**src/rtl/seven_segment_capture_if.sv**
```systemverilog
// Snooped seven-segment display bus plus the decoded frame and status outputs of the capture monitor.
// The master drives the display lines and the slave is the capture block.
interface seven_segment_capture_if;
    logic [3:0]  controlLed;
    logic [6:0]  seg;
    logic        segDp;
    logic [15:0] digit;
    logic [3:0]  dp;
    logic        frameValid;
    logic        segErr;
    logic        anodeErr;
    logic        timeout;

    modport master (
        output controlLed, seg, segDp,
        input  digit, dp, frameValid, segErr, anodeErr, timeout
    );

    modport slave (
        input  controlLed, seg, segDp,
        output digit, dp, frameValid, segErr, anodeErr, timeout
    );
endinterface

```
**src/rtl/seven_segment_capture.sv**
```systemverilog
// Receive side of a multiplexed 4-digit seven-segment bus.
// It waits for each digit dwell to settle, decodes it to a hex nibble and assembles 16-bit frames.
module seven_segment_capture #(
    parameter int SETTLE_CYCLES  = 16,
    parameter int TIMEOUT_CYCLES = 1_000_000,
    parameter int CNT_W          = 20
) (
    input logic                    clk,
    input logic                    rst,
    seven_segment_capture_if.slave bus
);
    localparam logic [1:0] S_WAIT   = 2'd0;
    localparam logic [1:0] S_SETTLE = 2'd1;
    localparam logic [1:0] S_HOLD   = 2'd2;

    localparam logic [CNT_W-1:0] SETTLE_LAST  = CNT_W'(SETTLE_CYCLES - 1);
    localparam logic [CNT_W-1:0] TIMEOUT_MAX  = CNT_W'(TIMEOUT_CYCLES);
    localparam logic [CNT_W-1:0] TIMEOUT_LAST = CNT_W'(TIMEOUT_CYCLES - 1);

    logic [11:0]      smp;
    logic [11:0]      prevSmp;
    logic             change;
    logic [1:0]       state;
    logic [CNT_W-1:0] settleCnt;
    logic [CNT_W-1:0] timeoutCnt;
    logic [3:0]       mask;
    logic [15:0]      shadow;
    logic [3:0]       dpSh;
    logic [15:0]      digitReg;
    logic [3:0]       dpReg;
    logic             frameValidReg;
    logic             segErrReg;
    logic             anodeErrReg;
    logic             timeoutReg;

    logic [3:0]       anode;
    logic [6:0]       segs;
    logic             dpBit;
    logic             anodeBlank;
    logic             anodeOk;
    logic [1:0]       digitIdx;
    logic             segValid;
    logic [3:0]       nibble;
    logic             evaluate;
    logic             validLatch;
    logic             segErrEv;
    logic             anodeErrEv;
    logic             timeoutFire;

    assign anode  = smp[11:8];
    assign segs   = smp[7:1];
    assign dpBit  = smp[0];
    assign change = (smp != prevSmp);

    always_ff @(posedge clk) begin
        if (rst) begin
            smp     <= '0;
            prevSmp <= '0;
        end else begin
            smp     <= {bus.controlLed, bus.seg, bus.segDp};
            prevSmp <= smp;
        end
    end

    always_comb begin
        anodeBlank = (anode == 4'b1111);
        anodeOk    = 1'b1;
        digitIdx   = 2'd0;
        case (anode)
            4'b1110: digitIdx = 2'd0;
            4'b1101: digitIdx = 2'd1;
            4'b1011: digitIdx = 2'd2;
            4'b0111: digitIdx = 2'd3;
            default: anodeOk  = 1'b0;
        endcase
    end

    // Segment lines are active-low, ordered {a,b,c,d,e,f,g}.
    always_comb begin
        segValid = 1'b1;
        nibble   = 4'h0;
        case (segs)
            7'b0000001: nibble = 4'h0;
            7'b1001111: nibble = 4'h1;
            7'b0010010: nibble = 4'h2;
            7'b0000110: nibble = 4'h3;
            7'b1001100: nibble = 4'h4;
            7'b0100100: nibble = 4'h5;
            7'b0100000: nibble = 4'h6;
            7'b0001111: nibble = 4'h7;
            7'b0000000: nibble = 4'h8;
            7'b0000100: nibble = 4'h9;
            7'b0001000: nibble = 4'hA;
            7'b1100000: nibble = 4'hB;
            7'b0110001: nibble = 4'hC;
            7'b1000010: nibble = 4'hD;
            7'b0110000: nibble = 4'hE;
            7'b0111000: nibble = 4'hF;
            default:    segValid = 1'b0;
        endcase
    end

    assign evaluate    = (state == S_SETTLE) && !change && (settleCnt == SETTLE_LAST);
    assign validLatch  = evaluate && anodeOk && segValid;
    assign segErrEv    = evaluate && anodeOk && !segValid;
    assign anodeErrEv  = evaluate && !anodeOk && !anodeBlank;
    assign timeoutFire = !validLatch && (timeoutCnt == TIMEOUT_LAST);

    // HOLD only leaves on a new change, so a long dwell produces a single evaluation.
    always_ff @(posedge clk) begin
        if (rst) begin
            state     <= S_WAIT;
            settleCnt <= '0;
        end else begin
            case (state)
                S_WAIT: begin
                    if (change) begin
                        state     <= S_SETTLE;
                        settleCnt <= CNT_W'(1);
                    end
                end
                S_SETTLE: begin
                    if (change) begin
                        settleCnt <= CNT_W'(1);
                    end else begin
                        settleCnt <= settleCnt + CNT_W'(1);
                        if (settleCnt == SETTLE_LAST) begin
                            state <= S_HOLD;
                        end
                    end
                end
                S_HOLD: begin
                    if (change) begin
                        state     <= S_SETTLE;
                        settleCnt <= CNT_W'(1);
                    end
                end
                default: state <= S_WAIT;
            endcase
        end
    end

    // The counter saturates so the timeout level stays up until the next good digit.
    always_ff @(posedge clk) begin
        if (rst) begin
            timeoutCnt <= '0;
            timeoutReg <= 1'b0;
        end else if (validLatch) begin
            timeoutCnt <= '0;
            timeoutReg <= 1'b0;
        end else if (timeoutCnt != TIMEOUT_MAX) begin
            timeoutCnt <= timeoutCnt + CNT_W'(1);
            if (timeoutFire) begin
                timeoutReg <= 1'b1;
            end
        end
    end

    // A frame publishes the cycle after the mask fills, so it never collides with a latch.
    always_ff @(posedge clk) begin
        if (rst) begin
            mask          <= '0;
            shadow        <= '0;
            dpSh          <= '0;
            digitReg      <= '0;
            dpReg         <= '0;
            frameValidReg <= 1'b0;
            segErrReg     <= 1'b0;
            anodeErrReg   <= 1'b0;
        end else begin
            frameValidReg <= 1'b0;
            segErrReg     <= segErrEv;
            anodeErrReg   <= anodeErrEv;
            if (mask == 4'hF) begin
                digitReg      <= shadow;
                dpReg         <= dpSh;
                frameValidReg <= 1'b1;
                mask          <= '0;
            end else if (anodeErrEv || timeoutFire) begin
                mask <= '0;
            end else if (validLatch) begin
                shadow[{digitIdx, 2'b00} +: 4] <= nibble;
                dpSh[digitIdx]                 <= dpBit;
                mask[digitIdx]                 <= 1'b1;
            end
        end
    end

    assign bus.digit      = digitReg;
    assign bus.dp         = dpReg;
    assign bus.frameValid = frameValidReg;
    assign bus.segErr     = segErrReg;
    assign bus.anodeErr   = anodeErrReg;
    assign bus.timeout    = timeoutReg;
endmodule

```
**src/flat_wrapper.sv**
```systemverilog
// flat-port wrapper written by rule: the top's interface ports become plain ports
module seven_segment_capture_flat 
#(
    parameter int SETTLE_CYCLES  = 16,
    parameter int TIMEOUT_CYCLES = 1_000_000,
    parameter int CNT_W          = 20
)
  (clk, rst, bus_controlLed, bus_seg, bus_segDp, bus_digit, bus_dp, bus_frameValid, bus_segErr, bus_anodeErr, bus_timeout);
  seven_segment_capture_if bus_i ();
  input logic clk;
  input logic rst;
  input wire logic [$bits(bus_i.controlLed)-1:0] bus_controlLed;
  input wire logic [$bits(bus_i.seg)-1:0] bus_seg;
  input wire logic [$bits(bus_i.segDp)-1:0] bus_segDp;
  output wire logic [$bits(bus_i.digit)-1:0] bus_digit;
  output wire logic [$bits(bus_i.dp)-1:0] bus_dp;
  output wire logic [$bits(bus_i.frameValid)-1:0] bus_frameValid;
  output wire logic [$bits(bus_i.segErr)-1:0] bus_segErr;
  output wire logic [$bits(bus_i.anodeErr)-1:0] bus_anodeErr;
  output wire logic [$bits(bus_i.timeout)-1:0] bus_timeout;
  assign bus_i.controlLed = bus_controlLed;
  assign bus_i.seg = bus_seg;
  assign bus_i.segDp = bus_segDp;
  assign bus_digit = bus_i.digit;
  assign bus_dp = bus_i.dp;
  assign bus_frameValid = bus_i.frameValid;
  assign bus_segErr = bus_i.segErr;
  assign bus_anodeErr = bus_i.anodeErr;
  assign bus_timeout = bus_i.timeout;
  seven_segment_capture #(.SETTLE_CYCLES(SETTLE_CYCLES), .TIMEOUT_CYCLES(TIMEOUT_CYCLES), .CNT_W(CNT_W)) u_core (.clk(clk), .rst(rst), .bus(bus_i));
endmodule
```
**config.mk**
```make
export PLATFORM = sky130hd
export DESIGN_NAME = seven_segment_capture_flat
export DESIGN_NICKNAME = d
export VERILOG_FILES = /design/src/rtl/seven_segment_capture_if.sv /design/src/rtl/seven_segment_capture.sv /design/src/flat_wrapper.sv
export SDC_FILE = /design/constraint.sdc
export NUM_CORES = 1
export LEC_CHECK = 0
export ABC_AREA = 1
export ABC_CLOCK_PERIOD_IN_PS = 5700
export CORE_MARGIN = 4
export CORE_UTILIZATION = 45
export CTS_BUF_LIST = sky130_fd_sc_hd__clkbuf_4 sky130_fd_sc_hd__clkbuf_8 sky130_fd_sc_hd__clkbuf_16
export CTS_CLUSTER_DIAMETER = 80
export DETAILED_ROUTE_END_ITERATION = 12
export HOLD_SLACK_MARGIN = 0.06
export SYNTH_ARGS = -nofsm -noshare
export SYNTH_HDL_FRONTEND = slang
export SYNTH_SLANG_ARGS = --single-unit
```
**constraint.sdc**
```tcl
create_clock -name clk -period 5.7 [get_ports clk]
set_input_delay 1.14 -clock clk [delete_from_list [all_inputs] [get_ports clk]]
set_output_delay 1.14 -clock clk [all_outputs]
set_load 0.005 [all_outputs]
```
==> results by group, run 1 <==
Placed design
  • RePlAce Congestion: 0.8506
  • DPL Wire Length: 8977 microns
  • Number of buffers added on ports: 37

Clock tree
  • CTS clk-pin slew, worst paths: 0.05 ns
  • CTS Hold Bufs: 0
  • CTS sink cnt: 114
  • Htree depth: 4
  • Skew-Pair Late Insertion Delay: 0.41 ns
  • Post-CTS Setup Inserts: 0
  • Inserted Clock Buffers: 17
  • CTS tree: yes
  • Post-CTS sizing: 0
  • Clk buf depth: 2
  • Root Driver: clkbuf_16

Detailed routing
  • Met3 Routed Length: 408 microns
  • WL met2: 6116 microns
  • DR pass1 iterations: 4
  • Final Routed Wirelength: 12570 microns
  • Met1 Routed Length: 5858 microns
  • Vias per cell: 4.856
  • Highest metal used: met4
  • Antenna viol nets, final: 0
  • DRC errors left: 0
  • WL/cell: 11.64 microns
  • First-iteration detailed-routing DRC count: 284
  • Vias: 5244

Flow run
  • Max-cap violations: 0

STA
  • Minimum clock period: 2.844 ns
  • Fin. Hold Viols: 0
  • Slew Limit Headroom: 44.88%
  • Final period util: 49.89%
  • Slew Viols, Final: 0
  • Layout Skew: 0.007329 ns
  • Min Hold Slack: 0.4551 ns
  • Maximum clock frequency: 351.6 MHz
  • Final setup fails: 0
  • Unrepaired setup endpoints after global routing: no
  • Final setup TNS: 0 ns
  • Least-Margin Pin Slew: 0.8229 ns

Yosys
  • Synth Area in XOR/XNOR: 0.9134%
  • Post-Syn Nets: 882
  • Yosys top cell by area: dfxtp_1
  • Largest family of logic cells by synthesized area: simple AND/OR/NAND/NOR gates
  • Post-Synth Adder-Cell Area: 2.175%
  • Distinct cells, synth: 43
  • Ys flop type: dfxtp_1
  • Post-synthesis simple-gate area fraction: 37.21%
  • Mapped Area: 5753 sq um
  • Mapped Cells: 858
  • Synth area leaders: dfxtp_1 (40%), nand2_1 (13%), nor2_1 (9.8%), inv_1 (7.1%), a21oi_1 (4.9%)
  • Register area share after synthesis: 39.67%
  • Syn_area_per_cell: 6.705 sq um
  • Compound-Gate Fraction of Synth Area: 10.11%
  • Mux contribution to synthesized area: 0%
  • Synth Register Bits: 114
  • Number of synthesized flops with an enable pin: 0
  • Asr flop ratio synth: 0%
  • Yosys warning count: 0
  • Yosys top cell area share: 39.67%

Floorplanning
  • Die area: 14660 sq um
  • Starting density of the core: 45.77%
  • # rows: 41
  • Chip height: 121.1 microns
  • Core footprint: 12570 sq um
  • Die Wd: 121.1 microns
  • IO Count: 38

GRT
  • Vias in the first global route: 4900
  • Total global-route track usage: 17.86%
  • First-pass GRT wire length: 21350 microns
  • Largest net degree at the start of global routing: 49
  • Total grt overflow: 0
  • Initial antenna violation count: 0

Power and ir drop
  • Sw Share: 22.35%
  • Power per cell area: 285.5 nW/um^2
  • Sw power: 436.6 uW
  • Worst VDD drop: 0.0002800 V
  • Internal Pwr Total: 1.517 mW
  • P_leak: 2.954 nW
  • Reg power frac: 42.0%
  • Clock power frac: 53.1%
  • Power share of the combinational group: 4.9%

Final layout
  • Post-layout net count: 919
  • Layout cells sized above 1: 8.811%
  • Area growth syn-to-layout: 18.92%
  • Most common cell after layout, fill and taps aside: nand2_1
  • Storage cell area: 2282 sq um
  • Leading cell types in the layout, fill and taps excluded: nand2_1 (200), nor2_1 (150), dfxtp_1 (114)
  • # fillers: 1219
  • # diodes: 0
  • Multi-input gate area: 2909 sq um

Setup path
  • Startpoint Class: input port
  • Req. time, crit path: 6.01 ns
  • Maximum fanout along the worst path: 48
  • Critical path class: in -> reg
  • Worst path arrival time: 3.15 ns
  • Reg-to-reg slack, setup: 3.16 ns
  • Endpoint class of the critical path: flip-flop

Outcome
  • Outcome: finished clean

Worst hold path
  • Worst Hold Class: reg -> reg
-- layout make-up --
cell class	count	share of cell area, %
sequential	114	33.36
inverter	122	6.693
clock inverter	10	1.591
clock buffer	22	6.950
tap	172	3.146
timing repair buffer	40	5.743
multi-input combinational	600	42.52
-- flip-flops by register name (all words and copies together), names as in the netlist --
register               count
u_core.bus.dp              4
u_core.bus.frameValid      1
u_core.dpSh                4
u_core.state               2
u_core.timeoutCnt         20
u_core.settleCnt          20
u_core.mask                4
u_core.bus.timeout         1
u_core.smp                12
u_core.bus.segErr          1
u_core.bus.digit          16
u_core.shadow             16
u_core.bus.anodeErr        1
u_core.prevSmp            12
-- worst max-delay path: stages --
cell             delay, ns
clkdlybuf4s50_1       0.46
buf_4                 0.40
inv_1                 0.08
buf_4                 0.27
nand2_1               0.56
nor2_1                0.10
o21a_1                0.13
-- cells in the mapped netlist, types with 2 or more instances --
master,instances
xor2_1,4
nor3_1,16
a21oi_1,56
nor2_1,150
nand3_1,41
inv_1,109
a31oi_1,3
nor2_4,3
nor2_8,2
clkbuf_1,13
nand4_1,25
nand3_4,4
o21ai_0,42
nor4_1,5
buf_4,3
buf_2,3
nor2_2,5
buf_6,2
nand2_2,8
dfxtp_1,114
ha_1,10
o22ai_1,2
inv_2,12
a211oi_1,3
nand2_1,200
nand3_2,2
xnor2_1,2
or2_2,3
nand3b_1,2
-- worst paths after layout --
| kind | start | to | cells after the start |
|---|---|---|---|
| setup / recovery | rst | u_core.timeoutCnt[11] | 7 |
| hold / removal | u_core.shadow[6] | u_core.bus.digit[6] | 2 |
| setup reg to reg | u_core.smp[9] | u_core.shadow[6] | 11 |
| hold reg to reg | u_core.shadow[6] | u_core.bus.digit[6] | 2 |
-- metrics by stage --
stage / setup WS (ns) / total power [mW] / std cells / instance area (sq um) / utilization [%]
global placement: 2.445 / 0.9308 / 1048 / 6257 / 49.79
finish: 2.856 / 1.953 / 1080 / 6842 / 54.44
global route: 2.642 / 2.031 / 1080 / 6842 / 54.44
floorplan: 3.541 / 0.9071 / 858 / 5753 / -
CTS: 2.832 / 1.976 / 1080 / 6842 / 54.44
detailed placement: 2.389 / 0.9327 / 1048 / 6257 / 49.79
-- power groups by stage --
| stage | Sequential, mW | Clock, mW | Combinational (mW) |
|---|---|---|---|
| floorplan | 0.833 | 0 | 0.0739 |
| global placement | 0.836 | 0 | 0.0946 |
| detailed placement | 0.837 | 0 | 0.0960 |
| CTS | 0.820 | 1.06 | 0.0966 |
| global route | 0.822 | 1.10 | 0.110 |
| finish | 0.820 | 1.04 | 0.0959 |
-- metal layers --
layer  track usage (%)  vias to the layer above
met3             4.709                       17
met1             21.22                     2364
met5                 0                        -
met4             7.861                        0
met2             30.25                       72
li1                  -                     2791
-- cells by family after synthesis --
logic type,after synthesis
fa+ha+maj,10
xor+xnor,6
simple gates,473
compound gates,111
buf+inv,144
flops,114
(Power assumes the default switching activity.)
==> run 2: changes to the inputs <==
--- a/config.mk
+++ b/config.mk
@@ -6,7 +6,7 @@
 export NUM_CORES = 1
 export LEC_CHECK = 0
 export ABC_AREA = 1
-export ABC_CLOCK_PERIOD_IN_PS = 5700
+export ABC_CLOCK_PERIOD_IN_PS = 2770
 export CORE_MARGIN = 4
 export CORE_UTILIZATION = 45
 export CTS_BUF_LIST = sky130_fd_sc_hd__clkbuf_4 sky130_fd_sc_hd__clkbuf_8 sky130_fd_sc_hd__clkbuf_16
==> constraint.sdc (replaced) <==
create_clock -name clk -period 2.77 [get_ports clk]
set_input_delay 0.554 -clock clk [delete_from_list [all_inputs] [get_ports clk]]
set_output_delay 0.554 -clock clk [all_outputs]
set_load 0.005 [all_outputs]
==> run 2 against run 1 <==
  * Setup slack worse by 2.3 ns
  * Register-to-register slack got worse by 2.6 ns
  * Sequential power grew 110%
  * Largest power group unchanged
  * Combinational power increased by 110%
  * Cell area increased by 1.1%
  * Die area did not move
  * Clock skew rose by 0.0034 ns
==> results by group, run 2 (synthesis results as in run 1) <==
Power and ir drop
  • Tot Pwr: 4.227 mW
  • Power per cell area: 611.1 nW/um^2
  • Worst VDD drop: 0.0003787 V
  • P_leak: 2.990 nW

Placed design
  • Number of buffers added on ports: 37
  • Worst slack at placement: 0.6061 ns
  • DPL Wire Length: 9305 microns
  • RePlAce Congestion: 0.8730
  • Placed cells: 1051

Flow run
  • Max-cap violations: 0

Clock tree
  • CTS tree: yes
  • Htree depth: 4
  • Skew-Pair Late Insertion Delay: 0.42 ns
  • CTS Hold Bufs: 0
  • Clk buf depth: 2
  • Root Driver: clkbuf_16
  • Inserted Clock Buffers: 17
  • Post-CTS Setup Inserts: 0
  • CTS sink cnt: 114
  • Post-CTS sizing: 0
  • CTS clk-pin slew, worst paths: 0.06 ns

Detailed routing
  • Antenna viol nets, final: 0
  • First-iteration detailed-routing DRC count: 386
  • DRC errors left: 0
  • Vias: 5234
  • DR pass1 iterations: 5
  • Vias per cell: 4.833
  • WL/cell: 12.01 microns
  • Final Routed Wirelength: 13010 microns

Floorplanning
  • # rows: 41
  • Core footprint: 12570 sq um
  • Die Wd: 121.1 microns
  • Starting density of the core: 45.77%
  • Die area: 14660 sq um
  • Chip height: 121.1 microns
  • IO Count: 38

STA
  • Final setup fails: 0
  • Fin. Hold Viols: 0
  • Slew Limit Headroom: 66.70%
  • Maximum clock frequency: 458.3 MHz
  • Final setup TNS: 0 ns
  • Minimum clock period: 2.182 ns
  • Slew Viols, Final: 0
  • Unrepaired setup endpoints after global routing: no
  • Layout Skew: 0.01077 ns
  • Worst setup margin: 0.5882 ns
  • Final period util: 78.76%
  • Least-Margin Pin Slew: 0.4949 ns

Setup path
  • Reg2Reg Depth: 12
  • Critical path class: reg -> reg
  • Req. time, crit path: 3.09 ns
  • Maximum fanout along the worst path: 7
  • Endpoint class of the critical path: flip-flop
  • Startpoint Class: flip-flop
  • Worst path arrival time: 2.50 ns

GRT
  • Vias in the first global route: 5000
  • Initial antenna violation count: 0
  • First-pass GRT wire length: 22490 microns
  • Largest net degree at the start of global routing: 48
  • Total grt overflow: 0
  • Total global-route track usage: 19.01%

Final layout
  • Final cell count without fillers: 1083
  • Finished Core Util: 55.03%
  • Leading cell types in the layout, fill and taps excluded: nand2_1 (200), nor2_1 (150), dfxtp_1 (114)
  • Most common cell after layout, fill and taps aside: nand2_1
  • Area growth syn-to-layout: 20.23%
  • Layout cells sized above 1: 9.111%
  • Top flop regs: u_core.settleCnt: 20 flops, u_core.timeoutCnt: 20 flops
  • # diodes: 0
  • Post-layout net count: 922

Outcome
  • Outcome: finished clean

Worst hold path
  • Hold Crit Depth: 2
  • Worst Hold Class: reg -> reg
==> run 2: metal layers <==
metal	GRT usage (%)	up-vias	share of wire [%]
li1	-	2801	-
met1	23.38	2325	47
met2	30.84	85	48
met3	4.802	23	3.2
met4	9.490	0	2.3
met5	0	-	0
==> run 2: through the flow <==
stage | cell area, sq um | hold slack, ns
4_1_cts | 6917 | 0.4560
5_1_grt | 6917 | 0.4708
2_1_floorplan | 5753 | 0.4297
6_report | 6917 | 0.4562
3_5_place_dp | 6280 | 0.4453
3_3_place_gp | 6280 | 0.4412
==> run 2: worst paths after layout <==
check | startpoint | end | slack (ns)
max | u_core.settleCnt[0] | u_core.shadow[13] | 0.59
min | u_core.shadow[11] | u_core.bus.digit[11] | 0.46
max reg2reg | u_core.settleCnt[0] | u_core.shadow[13] | 0.59
min reg2reg | u_core.shadow[11] | u_core.bus.digit[11] | 0.46
==> run 2: area by class of cell <==
type                            instances  area [sq um]
Multi-Input combinational cell        600          2909
Clock buffer                           22         481.7
Tap cell                              172         215.2
Timing Repair Buffer                   43         415.4
Clock inverter                         10         155.1
Inverter                              122         457.9
Fill cell                            1234          5652
Sequential cell                       114          2282
==> run 2: critical path: stages, from the launching register on <==
cell and delay [ns]:
dfxtp_1 0.37, ha_1 0.20, nand3_1 0.14, inv_1 0.12, nand2_1 0.09, nor2_4 0.16
nand4_1 0.17, inv_1 0.09, nand3_1 0.17, nor2_2 0.31, nand3_1 0.13, nand2_1 0.08
nor2_1 0.04
==> run 2: where the power goes <==
group,leakage (nW),internal (mW),switching (mW)
logic,1.75,0.0683,0.133
registers,0.924,1.66,0.0232
clock network,0.313,1.59,0.751
